<file path="src/rtl/mcs6530_pkg.sv">
// Shared types and helpers for the mcs6530 processor-side bus sequencer.
//   bus_req_t : one bus access as seen on the device pins (direction, RS0, address, write data)
//   BUS_IDLE  : pin values while no access is in progress (decodes as a read of address 0)
//   state_e   : sequencer state (device held in reset / bus idle / access in progress)
//   read_result() : value returned to a requester when its access completes
package mcs6530_pkg;

  typedef struct packed {
    logic       we;
    logic       rs0;
    logic [9:0] addr;
    logic [7:0] wdata;
  } bus_req_t;

  localparam bus_req_t BUS_IDLE = '{we: 1'b0, rs0: 1'b0, addr: 10'h000, wdata: 8'h00};

  typedef enum logic [1:0] {
    RESET = 2'd0,
    IDLE  = 2'd1,
    BUSY  = 2'd2
  } state_e;

  // Writes return 0; reads return the device data when it drives the bus,
  // otherwise the floating-bus value.
  function automatic logic [7:0] read_result(input logic       we,
                                             input logic       oe,
                                             input logic [7:0] dout,
                                             input logic [7:0] open_bus);
    logic [7:0] res;
    if (we) begin
      res = 8'h00;
    end else if (oe) begin
      res = dout;
    end else begin
      res = open_bus;
    end
    return res;
  endfunction

endpackage

</file>
<file path="src/rtl/mcs6530_bus_sequencer_rr_arbiter.sv">
// Round-robin arbiter: picks the first asserted request after position ptr
// (wrapping), so the most recently served requester has lowest priority.
//   req    in  NREQ  request vector
//   ptr    in  PW    index of the last winner
//   en     in  1     arbitration allowed this clk; grant is 0 when low
//   grant  out NREQ  one-hot grant (or 0)
//   winner out PW    index of the granted requester (0 when none)
module rr_arbiter #(
  parameter int NREQ = 2,
  parameter int PW   = 1
) (
  input  logic [NREQ-1:0] req,
  input  logic [PW-1:0]   ptr,
  input  logic            en,
  output logic [NREQ-1:0] grant,
  output logic [PW-1:0]   winner
);

  logic          found_s;
  logic [PW-1:0] idx_s;
  int            pos_s;

  // Walk ptr+1 .. ptr+NREQ (mod NREQ) and take the first active request.
  always_comb begin
    grant   = '0;
    winner  = '0;
    found_s = 1'b0;
    idx_s   = '0;
    pos_s   = 0;
    for (int i = 1; i <= NREQ; i++) begin
      pos_s = (int'(ptr) + i) % NREQ;
      idx_s = pos_s[PW-1:0];
      if (en && !found_s && req[idx_s]) begin
        grant[idx_s] = 1'b1;
        winner       = idx_s;
        found_s      = 1'b1;
      end else begin
        found_s = found_s;
      end
    end
  end

endmodule

</file>
<file path="src/rtl/mcs6530_bus_sequencer.sv">
// Bus master sharing the mcs6530 processor-side bus between NREQ requesters.
// Generates a free-running phi2, holds the device in reset for RST_PHI2 phi2
// periods after rst, then grants at most one access per phi2 period
// (round robin). An access is granted at the last clk of a phi2 period, is
// driven for the whole following period, and completes at its last clk.
//   clk, rst                     system clock, synchronous active-high reset
//   req_valid/we/rs0/addr/wdata  per-requester request fields (slices of 10/8 bits)
//   req_ready                    combinational one-hot accept pulse
//   rsp_valid, rsp_rdata         one-clk completion pulse and read data
//   dev_*                        mcs6530 pins (phi2, RES, CS1, RS0, R_W, A, DI / DO, OE)
module mcs6530_bus_sequencer
  import mcs6530_pkg::*;
#(
  parameter int         NREQ     = 2,
  parameter int         PHI_DIV  = 2,
  parameter int         RST_PHI2 = 4,
  parameter logic [7:0] OPEN_BUS = 8'hFF
) (
  input  logic               clk,
  input  logic               rst,
  input  logic [NREQ-1:0]    req_valid,
  output logic [NREQ-1:0]    req_ready,
  input  logic [NREQ-1:0]    req_we,
  input  logic [NREQ-1:0]    req_rs0,
  input  logic [NREQ*10-1:0] req_addr,
  input  logic [NREQ*8-1:0]  req_wdata,
  output logic [NREQ-1:0]    rsp_valid,
  output logic [7:0]         rsp_rdata,
  output logic               dev_phi2,
  output logic               dev_res_n,
  output logic               dev_cs1,
  output logic               dev_rs0,
  output logic               dev_r_w,
  output logic [9:0]         dev_addr,
  output logic [7:0]         dev_data_i,
  input  logic [7:0]         dev_data_o,
  input  logic               dev_oe
);

  localparam int PW  = (NREQ > 1) ? $clog2(NREQ) : 1;
  localparam int PHW = $clog2(2 * PHI_DIV);
  localparam int RCW = (RST_PHI2 > 0) ? $clog2(RST_PHI2 + 1) : 1;
  localparam logic [PHW-1:0] PH_LAST  = PHW'(2 * PHI_DIV - 1);
  localparam logic [PHW-1:0] PH_HIGH  = PHW'(PHI_DIV);
  localparam logic [RCW-1:0] RST_LAST = RCW'((RST_PHI2 > 0) ? RST_PHI2 - 1 : 0);

  logic [PHW-1:0]  ph_r;
  logic            dev_phi2_r;
  logic            dev_res_n_r;
  logic [RCW-1:0]  rst_cnt_r;
  state_e          state_r;
  bus_req_t        bus_r;
  logic            cs1_r;
  logic [PW-1:0]   ptr_r;
  logic [PW-1:0]   owner_r;
  logic [NREQ-1:0] rsp_valid_r;
  logic [7:0]      rsp_rdata_r;

  logic [PHW-1:0]  ph_nxt_s;
  logic            cyc_end_s;
  logic            arb_en_s;
  logic [NREQ-1:0] grant_s;
  logic [PW-1:0]   winner_s;
  bus_req_t        req_sel_s;
  state_e          state_nxt_s;
  logic [RCW-1:0]  rst_cnt_nxt_s;
  logic            complete_s;
  logic [NREQ-1:0] rsp_valid_nxt_s;

  // Grants only on the period boundary and never while the device is in
  // reset; rst also masks the combinational ready so nothing is accepted
  // on the edge that discards state.
  assign arb_en_s = cyc_end_s && (state_r != RESET) && !rst;

  rr_arbiter #(.NREQ(NREQ), .PW(PW)) u_arb (
    .req    (req_valid),
    .ptr    (ptr_r),
    .en     (arb_en_s),
    .grant  (grant_s),
    .winner (winner_s)
  );

  // Phase counter next value and end-of-period strobe.
  always_comb begin
    cyc_end_s = (ph_r == PH_LAST);
    if (cyc_end_s) begin
      ph_nxt_s = '0;
    end else begin
      ph_nxt_s = ph_r + PHW'(1);
    end
  end

  // Extract the winning requester's fields into a bus access.
  always_comb begin
    req_sel_s       = BUS_IDLE;
    req_sel_s.we    = req_we[winner_s];
    req_sel_s.rs0   = req_rs0[winner_s];
    req_sel_s.addr  = req_addr[10*int'(winner_s) +: 10];
    req_sel_s.wdata = req_wdata[8*int'(winner_s) +: 8];
  end

  // Next state, reset-period counter and completion pulse.
  always_comb begin
    state_nxt_s     = state_r;
    rst_cnt_nxt_s   = rst_cnt_r;
    complete_s      = (state_r == BUSY) && cyc_end_s;
    rsp_valid_nxt_s = '0;
    case (state_r)
      RESET: begin
        if (cyc_end_s) begin
          if (rst_cnt_r == RST_LAST) begin
            state_nxt_s = IDLE;
          end else begin
            rst_cnt_nxt_s = rst_cnt_r + RCW'(1);
          end
        end else begin
          state_nxt_s = RESET;
        end
      end
      IDLE, BUSY: begin
        if (cyc_end_s) begin
          if (|grant_s) begin
            state_nxt_s = BUSY;
          end else begin
            state_nxt_s = IDLE;
          end
        end else begin
          state_nxt_s = state_r;
        end
      end
      default: begin
        state_nxt_s = RESET;
      end
    endcase
    if (complete_s) begin
      rsp_valid_nxt_s[owner_r] = 1'b1;
    end else begin
      rsp_valid_nxt_s = '0;
    end
  end

  // State, clock generation, bus pin and response registers.
  always_ff @(posedge clk) begin
    if (rst) begin
      ph_r        <= '0;
      dev_phi2_r  <= 1'b0;
      dev_res_n_r <= 1'b0;
      rst_cnt_r   <= '0;
      state_r     <= RESET;
      bus_r       <= BUS_IDLE;
      cs1_r       <= 1'b0;
      ptr_r       <= PW'(NREQ - 1);
      owner_r     <= '0;
      rsp_valid_r <= '0;
      rsp_rdata_r <= 8'h00;
    end else begin
      ph_r        <= ph_nxt_s;
      dev_phi2_r  <= (ph_nxt_s >= PH_HIGH);
      dev_res_n_r <= (state_nxt_s != RESET);
      rst_cnt_r   <= rst_cnt_nxt_s;
      state_r     <= state_nxt_s;
      rsp_valid_r <= rsp_valid_nxt_s;
      if (complete_s) begin
        rsp_rdata_r <= read_result(bus_r.we, dev_oe, dev_data_o, OPEN_BUS);
      end
      // A new access replaces the completing one on the same edge, so
      // back-to-back accesses keep CS1 high with no idle period.
      if (arb_en_s) begin
        if (|grant_s) begin
          bus_r   <= req_sel_s;
          cs1_r   <= 1'b1;
          ptr_r   <= winner_s;
          owner_r <= winner_s;
        end else begin
          bus_r   <= BUS_IDLE;
          cs1_r   <= 1'b0;
        end
      end
    end
  end

  assign req_ready  = grant_s;
  assign rsp_valid  = rsp_valid_r;
  assign rsp_rdata  = rsp_rdata_r;
  assign dev_phi2   = dev_phi2_r;
  assign dev_res_n  = dev_res_n_r;
  assign dev_cs1    = cs1_r;
  assign dev_rs0    = bus_r.rs0;
  assign dev_r_w    = ~bus_r.we;
  assign dev_addr   = bus_r.addr;
  assign dev_data_i = bus_r.wdata;

endmodule

</file>
<file path="config.mk">
export PLATFORM = sky130hd
export DESIGN_NAME = mcs6530_bus_sequencer
export DESIGN_NICKNAME = d
export VERILOG_FILES = /design/src/rtl/mcs6530_pkg.sv /design/src/rtl/mcs6530_bus_sequencer_rr_arbiter.sv /design/src/rtl/mcs6530_bus_sequencer.sv
export SDC_FILE = /design/constraint.sdc
export NUM_CORES = 1
export LEC_CHECK = 0
export BUFFER_PORTS_ARGS = -buffer_cell sky130_fd_sc_hd__buf_2
export CAP_MARGIN = 40
export CORE_ASPECT_RATIO = 0.75
export CORE_UTILIZATION = 40
export CTS_CLUSTER_DIAMETER = 80
export DETAILED_ROUTE_END_ITERATION = 10
export GPL_TIMING_DRIVEN = 0
export HOLD_SLACK_MARGIN = 0.06
export PLACE_DENSITY = 0.69
export SYNTH_ARGS = -nofsm -noshare
export SYNTH_HDL_FRONTEND = slang
export SYNTH_SLANG_ARGS = --single-unit
</file>
<file path="constraint.sdc">
create_clock -name clk -period 1.9 [get_ports clk]
set_input_delay 0.095 -clock clk [delete_from_list [all_inputs] [get_ports clk]]
set_output_delay 0.095 -clock clk [all_outputs]
set_load 0.1 [all_outputs]
</file>
== Word-level counts from Yosys, hierarchy flattened ==
Cells that the tools add are included.
Widths: inputs -> output; s select.

* Reductions and logical operators: 19
* $mul: 1
* $lt $le $gt $ge: 8
* Add/subtract/negate cells: 4
* Multiplexer cells: 29
* Shift operators: 2
* Bitwise logic cells: 4
* Equal/unequal tests: 4
* Div/mod/pow operators: 0

{| class="wikitable"
|+ Operators by type and width
! kind !! number
|-
| $mux 20 || 1
|-
| $shiftx 20x6->10 || 1
|-
| $mux 8 || 2
|-
| $shiftx 16x5->8 || 1
|-
| $mux 1 || 15
|-
| $mux 2 || 7
|-
| $logic_and 1x1->1 || 9
|-
| $lt 1x2->1 const B || 4
|-
| $reduce_or 2->1 || 3
|-
| $eq 2x2->1 const B || 2
|-
| $mul 3x1->4 const A || 1
|-
| $pmux 2 s2 || 1
|-
| $reduce_bool 2->1 || 2
|-
| $add 3x1->3 const B || 1
|-
| $demux 1 s1 || 3
|-
| $eq 3x2->1 const B || 1
|-
| $ge 1x1->1 const B || 3
|-
| $not 1->1 || 3
|-
| $reduce_and 3->1 || 1
|-
| $add 1x1->1 const B || 2
|-
| $add 2x1->2 const B || 1
|-
| $eq 2x1->1 const B || 1
|-
| $ge 2x2->1 const B || 1
|-
| $logic_not 1->1 || 2
|-
| other kinds (3) || 3
|}

* Memories kept: 0
* Word-level logic and storage cells: 85
* Bits in read-only memories: 0
* Output and inout port bits: 35
* Flip-flop bits (word level): 42
* RAM bits: 0
* Input port bits: 53
* Bits in latches: 0

== Longest topological paths before layout ==
Gate-level depths: netlist of run 1.

* Depth after elaboration: 14
* Gate-level depth with buffers: 7
* Gate-level depth less buffers: 5

== Hierarchy ==
A second synthesis of run 1 with hierarchy kept.

* Cell total of the unflattened synthesis: 195
* Area, all modules: 2063.2 sq um

{| class="wikitable"
|+ By module, submodules not included
! module !! sequential area each (sq um) !! area each (sq um) !! cells an instance !! instances
|-
| mcs6530_bus_sequencer || 820.8 || 2037.0 || 189 || 1
|-
| rr_arbiter || 0.0 || 26.3 || 6 || 1
|}

== Worst setup path before layout of run 1 ==
OpenSTA, ideal clock, no wires.

* Path type: register -> output
* Start: register ph_r[1]
* End: output port req_ready[0]
* Setup slack: -1197 ps
* Required time: 1805 ps
* Arrival time: 3002 ps
* Cell stages (with the launch flop): 5
* Path buffers: 1
* Path through: dfxtp_1 ha_1 buf_6 or3b_1 nor2_1

* Cells in the longest elaborated chain, start to end: 9
* Elaborated cells between the ends (all ways): 11
* Classes of those cells: eq/ne: 1; mux: 3; bitwise: 1; reduce/logical: 6

{| class="wikitable"
|+ RTL lines
! what !! RTL line !! text
|-
| from (decl) || mcs6530_bus_sequencer.sv:47 || <nowiki>logic [PHW-1:0] ph_r;</nowiki>
|-
| from (signal assigned) || mcs6530_bus_sequencer.sv:157 || <nowiki>ph_r <= ph_nxt_s;</nowiki>
|-
| $eq 2x2->1 (*) || mcs6530_bus_sequencer.sv:85 || <nowiki>cyc_end_s = (ph_r == PH_LAST);</nowiki>
|-
| $logic_and 1x1->1 (*) (2 in series) || mcs6530_bus_sequencer.sv:73 || <nowiki>assign arb_en_s = cyc_end_s && (state_r != RESET) && !rst;</nowiki>
|-
| $logic_and 1x1->1 || mcs6530_bus_sequencer_rr_arbiter.sv:33 || <nowiki>if (en && !found_s && req[idx_s]) begin</nowiki>
|-
| $mux 1 || mcs6530_bus_sequencer_rr_arbiter.sv:33 ||
|-
| $logic_not 1->1 || mcs6530_bus_sequencer_rr_arbiter.sv:33 ||
|-
| $logic_and 1x1->1 (2 in series) || mcs6530_bus_sequencer_rr_arbiter.sv:33 ||
|-
| $mux 2 (*) || mcs6530_bus_sequencer_rr_arbiter.sv:33 ||
|-
| to (decl) || mcs6530_bus_sequencer.sv:22 || <nowiki>output logic [NREQ-1:0] req_ready,</nowiki>
|}

Every way passes the cells marked *; elsewhere a longest branch is shown, timed or not.

== Final worst setup path of run 1 ==
* Start: register state_r[0]
* End: output port req_ready[1]

* Cells in the longest elaborated chain, start to end: 9
* Elaborated cells between the ends (all ways): 11
* Classes of those cells: mux: 3; bitwise: 1; reduce/logical: 7

{| class="wikitable"
|+ RTL lines
! what !! RTL line !! text
|-
| from (decl) || mcs6530_bus_sequencer.sv:51 || <nowiki>state_e state_r;</nowiki>
|-
| from (signal assigned) || mcs6530_bus_sequencer.sv:161 || <nowiki>state_r <= state_nxt_s;</nowiki>
|-
| $reduce_bool 2->1 (*) || mcs6530_bus_sequencer.sv:73 ||
|-
| $logic_and 1x1->1 (*) (2 in series) || mcs6530_bus_sequencer.sv:73 ||
|-
| $logic_and 1x1->1 || mcs6530_bus_sequencer_rr_arbiter.sv:33 ||
|-
| $mux 1 || mcs6530_bus_sequencer_rr_arbiter.sv:33 ||
|-
| $logic_not 1->1 || mcs6530_bus_sequencer_rr_arbiter.sv:33 ||
|-
| $logic_and 1x1->1 (2 in series) || mcs6530_bus_sequencer_rr_arbiter.sv:33 ||
|-
| $mux 2 (*) || mcs6530_bus_sequencer_rr_arbiter.sv:33 ||
|}

Marked as above.

==> summary.md, run 1 <==
| Metric | Value |
|---|---|
| Status | `complete, no violations` |
| Drt first pass iters | `4` |
| Vias/cell | `5.01` |
| DP HPWL | `3640 um` |
| FP Rows | `22` |
| Min Clock Period, post-route | `1.82 ns` |
| RSZ-0062 raised after global routing | `false` |
| Slew HR | `66.7%` |
| Post-synthesis sequential area ratio | `39.4%` |
| Cell family with most CP delay | `simple AND/OR/NAND/NOR gates` |
| Critical path launch point type | `flop` |
| Core Box Area | `4950 sq um` |
| CTS tree | `yes` |
| Antenna violations before repair | `0` |
| Most frequent cells in the layout | `buf_2, dfxtp_1, nand2_1, a21oi_1, o211ai_1` |
| Worst path buffer plus inverter count | `2` |
| Area share of the largest cell type after synthesis | `39.4%` |
| Post-Route Setup TNS | `0 ns` |
| Number of buffers created by CTS | `5` |
| Power Density | `588 nW/um^2` |
| PortBufs | `86` |
| Fin. Hold Viols | `0` |
| Critical Path End Type | `output port` |
| CTS H-tree lvls | `2` |
| Worst EP required | `1.80 ns` |
| Nets | `398` |
| Multi-input gate area | `973 sq um` |
| Worst Hold Class | `in2reg` |
| Num Clock Sinks | `41` |
| Clk pin slew, worst setup/hold paths | `0.08 ns` |
| Die ar. | `5500 sq um` |
| Final GP Congestion | `0.798` |
| Area added between synthesis and finish | `31.7%` |
| Post-CTS setup buffer count | `0` |
| Layout cell share with drive strength beyond 1 | `41.2%` |
| Die Wd | `85.3 um` |
| Count of state elements after synthesis | `41` |
| Fmax | `0.549 GHz` |
| Synth warn | `0` |
| Vias in the first global route | `1768` |
| Crit path max fanout | `6` |
| Root Driver | `clkbuf_8` |
| Starting Density | `42.0%` |
| Synth area leader | `dfxtp_1` |
| Final Slew Violations | `0` |
| Final setup viols | `0` |
| Synth area leaders | `dfxtp_1, o211ai_1, o31ai_1, a21oi_1, buf_4` |
| Synthesized area | `2080 sq um` |
| Routed via count | `2005` |
| Ant. Diodes | `0` |
| Fin crit share | `95.8%` |
| Routed Wire Length | `4980 um` |
| GRT Total Usage | `18.2%` |
| Async set-or-reset flop fraction in the synthesized netlist | `0%` |
| Largest net degree at the start of global routing | `14` |
| Max cap viols | `0` |
| Fillcell total | `508` |
| Post-Syn Instances | `246` |
| Layout Utilization | `55.4%` |
| Clk_lat worst skew | `0.29 ns` |
| Top FF cell, synth | `dfxtp_1` |
| Final Cell Area | `2740 sq um` |
| Post-synth EDFFs | `0` |
| Placed Area | `2620 sq um` |
| Clock skew | `0.00756 ns` |
| First-pass GRT wire length | `7960 um` |
| Worst-margin pin slew | `0.500 ns` |
| Cells along the critical path | `inv_1 -> ha_2 -> or3b_4 -> nor2_4 -> buf_12` |
| DR DRC count | `0` |
| Leakage power total | `0.00121 uW` |
| Syn Area/Cell | `8.46 sq um` |
| I/O pin count | `88` |
| Register area | `830 sq um` |
| Synthesized net count | `305` |
| Die H | `64.5 um` |
| Worst VDD drop | `0.000386 V` |
| Initial DRC count | `69` |
| Max Root-Sink Buffers | `2` |
| Global route overflow | `0` |
| Slowest cell on crit path | `or3b_4` |
| Crit-path max cell delay | `0.44 ns` |
| Wirelength per Cell | `12.4 um` |
| CP Class | `reg2out` |
| Commonest non-fill, non-tap cell in the layout | `buf_2` |
| Critical path arrival | `1.73 ns` |
| DRT antenna net count | `0` |
| Netlist cell types | `34` |
## path summary, 6_finish.rpt
kind                  from            end  slack [ns]  cells past startpoint
max             state_r[0]   req_ready[1]        0.08                      5
min          req_wdata[11]  dev_data_i[3]        0.07                      3
max reg2reg     state_r[0]    dev_addr[2]        0.33                      7
min reg2reg    dev_addr[3]    dev_addr[3]        0.45                      2
## report_power, final
group | internal (uW) | switching [uW]
registers | 866 | 6.78
clock network | 254 | 309
logic | 72.9 | 103
total | 1190 | 419
## through the flow
| stage | worst slack [ns] | hold slack, ns | total power, uW | cells |
|---|---|---|---|---|
| final | 0.0794 | 0.0740 | 1610 | 400 |
| after global routing | 0.00822 | 0.0794 | 1690 | 400 |
| after CTS | 0.0269 | 0.0730 | 1630 | 400 |
| after detailed placement | 0.0194 | 0.375 | 1070 | 392 |
| after global placement | 0.0413 | 0.368 | 1070 | 392 |
| after floorplan | -0.0677 | 0.276 | 994 | 246 |
## layout make-up
type | instances | share of cell area, %
buffer | 41 | 9.53
clock buffer | 5 | 2.51
clock inverter | 3 | 0.639
inverter | 15 | 2.05
multi-input combinational | 149 | 35.5
sequential | 41 | 30.2
tap | 60 | 2.74
timing repair buffer | 86 | 16.8
## logic make-up (layout without fill, tap and decap cells)
| group | after synthesis | count (layout) | share of synthesized area, % |
|---|---|---|---|
| AO/OA/AOI/OAI | 91 | 91 | 29.6 |
| XOR/XNOR | 1 | 1 | 0.421 |
| adder cells (fa/ha/maj) | 6 | 6 | 3.61 |
| buffers and inverters | 56 | 150 | 15.3 |
| flip-flops | 41 | 41 | 39.4 |
| multiplexers | 1 | 1 | 0.481 |
| AND/OR/NAND/NOR | 50 | 50 | 11.2 |
## timing repair
action | 4_1_cts | 5_1_grt
endpoints found under the setup margin | 2 | 2
resized for setup | 9 | 3
endpoints found under the hold margin | 0 | 0
hold buffers | 0 | 0
## synthesized netlist by cell type (5+ instances only)
master    instances
a211o_1           9
a21oi_1          29
buf_2            12
buf_4            18
clkbuf_1          5
dfxtp_1          41
ha_1              6
inv_1            15
nand2_1          32
nor2_1            5
o211ai_1         21
o31ai_1          20
## worst reg2reg max path, cell delays in order, from the launching register on
cell      delay [ns]
dfxtp_4         0.37
inv_1           0.06
ha_2            0.23
nand2b_1        0.15
clkbuf_2        0.12
buf_2           0.19
o31ai_1         0.26
a21oi_1         0.06
## registers in the layout, summed over array words and instances (netlist names), 2 cells and up
| name | flops |
|---|---|
| dev_data_i | 8 |
| rst_cnt_r | 3 |
| rsp_rdata | 8 |
| state_r | 2 |
| ph_r | 2 |
| rsp_valid | 2 |
| dev_addr | 10 |
## per-layer routing
metal,part of all wire (%),track usage [%]
met2,45,30.3
met3,5.1,4.84
met1,49,23.8
met4,1.1,4.38
met5,0,0
Power figures use the tool's default switching activity.
==> inputs of run 2 (changes only) <==
--- a/config.mk
+++ b/config.mk
@@ -5,13 +5,12 @@
 export SDC_FILE = /design/constraint.sdc
 export NUM_CORES = 1
 export LEC_CHECK = 0
-export BUFFER_PORTS_ARGS = -buffer_cell sky130_fd_sc_hd__buf_2
+export BUFFER_PORTS_ARGS = -buffer_cell sky130_fd_sc_hd__clkbuf_2
 export CAP_MARGIN = 40
 export CORE_ASPECT_RATIO = 0.75
 export CORE_UTILIZATION = 40
 export CTS_CLUSTER_DIAMETER = 80
 export DETAILED_ROUTE_END_ITERATION = 10
-export GPL_TIMING_DRIVEN = 0
 export HOLD_SLACK_MARGIN = 0.06
 export PLACE_DENSITY = 0.69
 export SYNTH_ARGS = -nofsm -noshare
==> run 2 against run 1 <==
Clock-buffer cell count up 3; maximum frequency decreased by 0.35%; clock power shrank 2%; critical path type unchanged; worst hold slack gained 0.0023 ns; largest power group unchanged; via count is 5.6% lower; non-clock buffer count is 32 lower.
==> summary.md, run 2 (same netlist as run 1, synthesis figures left out) <==
| Metric | Value |
|---|---|
| Status | `complete, no violations` |
| Power Density | `630 nW/um^2` |
| Sequential fraction of design power | `54.7%` |
| Routed via count | `1893` |
| Critical path arrival | `1.73 ns` |
| Final setup viols | `0` |
| PortBufs | `87` |
| Clk pin slew, worst setup/hold paths | `0.08 ns` |
| Post-CTS setup buffer count | `0` |
| Die Wd | `85.3 um` |
| Ant. Diodes | `0` |
| Critical path launch point type | `flop` |
| DRT antenna net count | `0` |
| Crit path max fanout | `6` |
| Internal power | `1200 uW` |
| Clk pwr share | `34.4%` |
| Final Slew Violations | `0` |
| Layout Utilization | `51.3%` |
| Max reg flops | `10` |
| Root Driver | `clkbuf_8` |
| Vias/cell | `5.14` |
| Min Clock Period, post-route | `1.83 ns` |
| Largest net degree at the start of global routing | `38` |
| Slew HR | `63.1%` |
| Core Box Area | `4950 sq um` |
| Final Cell Area | `2540 sq um` |
| Clock skew | `0.00870 ns` |
| GRT Total Usage | `18.7%` |
| Fin. Hold Viols | `0` |
| Nets | `366` |
| Post-Route Setup TNS | `0 ns` |
| R2R setup slack | `0.29 ns` |
| Comb power frac | `10.9%` |
| Antenna violations before repair | `0` |
| Psw | `398 uW` |
| Num Clock Sinks | `41` |
| Most frequent cells in the layout | `clkbuf_2, dfxtp_1, nand2_1, a21oi_1, o211ai_1` |
| Global route overflow | `0` |
| CTS tree | `yes` |
| Vias in the first global route | `1818` |
| Design Power | `1600 uW` |
| Pre-CTS setup slack | `0.202 ns` |
| Switching Fraction | `24.9%` |
| I/O pin count | `88` |
| Die ar. | `5500 sq um` |
| Slowest cell on crit path | `or3b_4` |
| CP Class | `reg2out` |
| Die H | `64.5 um` |
| Worst EP required | `1.80 ns` |
| DR DRC count | `0` |
| DP HPWL | `3350 um` |
| FP Rows | `22` |
| Cells along the critical path | `inv_1 -> ha_2 -> or3b_4 -> nor2_4 -> buf_12` |
| Wirelength per Cell | `13.2 um` |
| Max cap viols | `0` |
| First-pass GRT wire length | `8200 um` |
| Leakage power total | `0.00106 uW` |
| Critical Path End Type | `output port` |
| Worst VDD drop | `0.000314 V` |
| Placed Area | `2460 sq um` |
| RSZ-0062 raised after global routing | `false` |
| CTS H-tree lvls | `2` |
| Hold_buf cts | `0` |
| Number of buffers created by CTS | `5` |
| Fmax | `0.547 GHz` |
| Initial DRC count | `102` |
| Commonest non-fill, non-tap cell in the layout | `clkbuf_2` |
| Max Root-Sink Buffers | `2` |
| Clk_lat worst skew | `0.29 ns` |
| Worst path buffer plus inverter count | `2` |
| Final GP Congestion | `0.732` |
| Routed Wire Length | `4860 um` |
| Final Worst Setup Slack | `0.0729 ns` |
| Worst Hold Class | `in2reg` |
| Starting Density | `42.0%` |
| Drt first pass iters | `4` |
| Fin crit share | `96.2%` |
| Worst-margin pin slew | `0.552 ns` |
| Crit-path max cell delay | `0.44 ns` |
| Area added between synthesis and finish | `22.1%` |
| Layout cell share with drive strength beyond 1 | `36.4%` |
| Cell family with most CP delay | `simple AND/OR/NAND/NOR gates` |
[run 2: cell types whose count changed in the layout (fill, tap and decap cells not counted), sizes merged]
| cell | before | now |
|---|---|---|
| clkinv | 2 | 0 |
| clkbuf | 12 | 93 |
| buf | 120 | 10 |
| clkinvlp | 1 | 0 |
[run 2: worst paths after layout]
path | from | to | cells past startpoint
worst max-delay path | state_r[0] | req_ready[1] | 5
worst min register to register | dev_addr[4] | dev_addr[4] | 2
worst min-delay path | req_wdata[15] | dev_data_i[7] | 3
worst max register to register | state_r[0] | dev_addr[0] | 7
[run 2: area by class of cell]
type / count / area (sq um)
multi-input cells: 149 / 977
repair buffers: 95 / 526
fillers: 494 / 2410
clock buffers: 8 / 80.1
inverters: 15 / 56.3
well taps: 60 / 75.1
flip-flops and latches: 41 / 827
[run 2: power by group through the flow]
stage	combinational [uW]	clock (uW)	sequential [uW]
4_1_cts	177	571	875
3_3_place_gp	173	0	895
5_1_grt	195	611	877
3_5_place_dp	175	0	895
2_1_floorplan	76.7	0	917
6_report	175	551	875
[run 2: metal layers]
metal	share of wire [%]	GRT usage [%]	up-vias
met5	0	0	-
met4	0.51	5.00	0
met3	5.3	4.59	3
met2	47	32.9	50
met1	47	23.0	870
li1	-	-	970
[run 2: worst reg2reg max path, cell delays in order (launching register included)]
cell	delay, ns
dfxtp_2	0.35
inv_1	0.08
ha_2	0.25
nand2b_1	0.14
buf_4	0.35
buf_4	0.21
nand2_1	0.05
a21oi_1	0.11
[run 2: what timing repair did]
| action | in CTS | in global routing |
|---|---|---|
| cloned | 0 | 0 |
| setup endpoints to repair | 2 | 2 |
| gates resized for setup | 1 | 2 |
[run 2: stage by stage]
stage          cells  hold slack (ns)
2_1_floorplan    246            0.276
3_3_place_gp     360            0.368
3_5_place_dp     360            0.375
4_1_cts          368           0.0685
5_1_grt          368           0.0696
6_report         368           0.0763
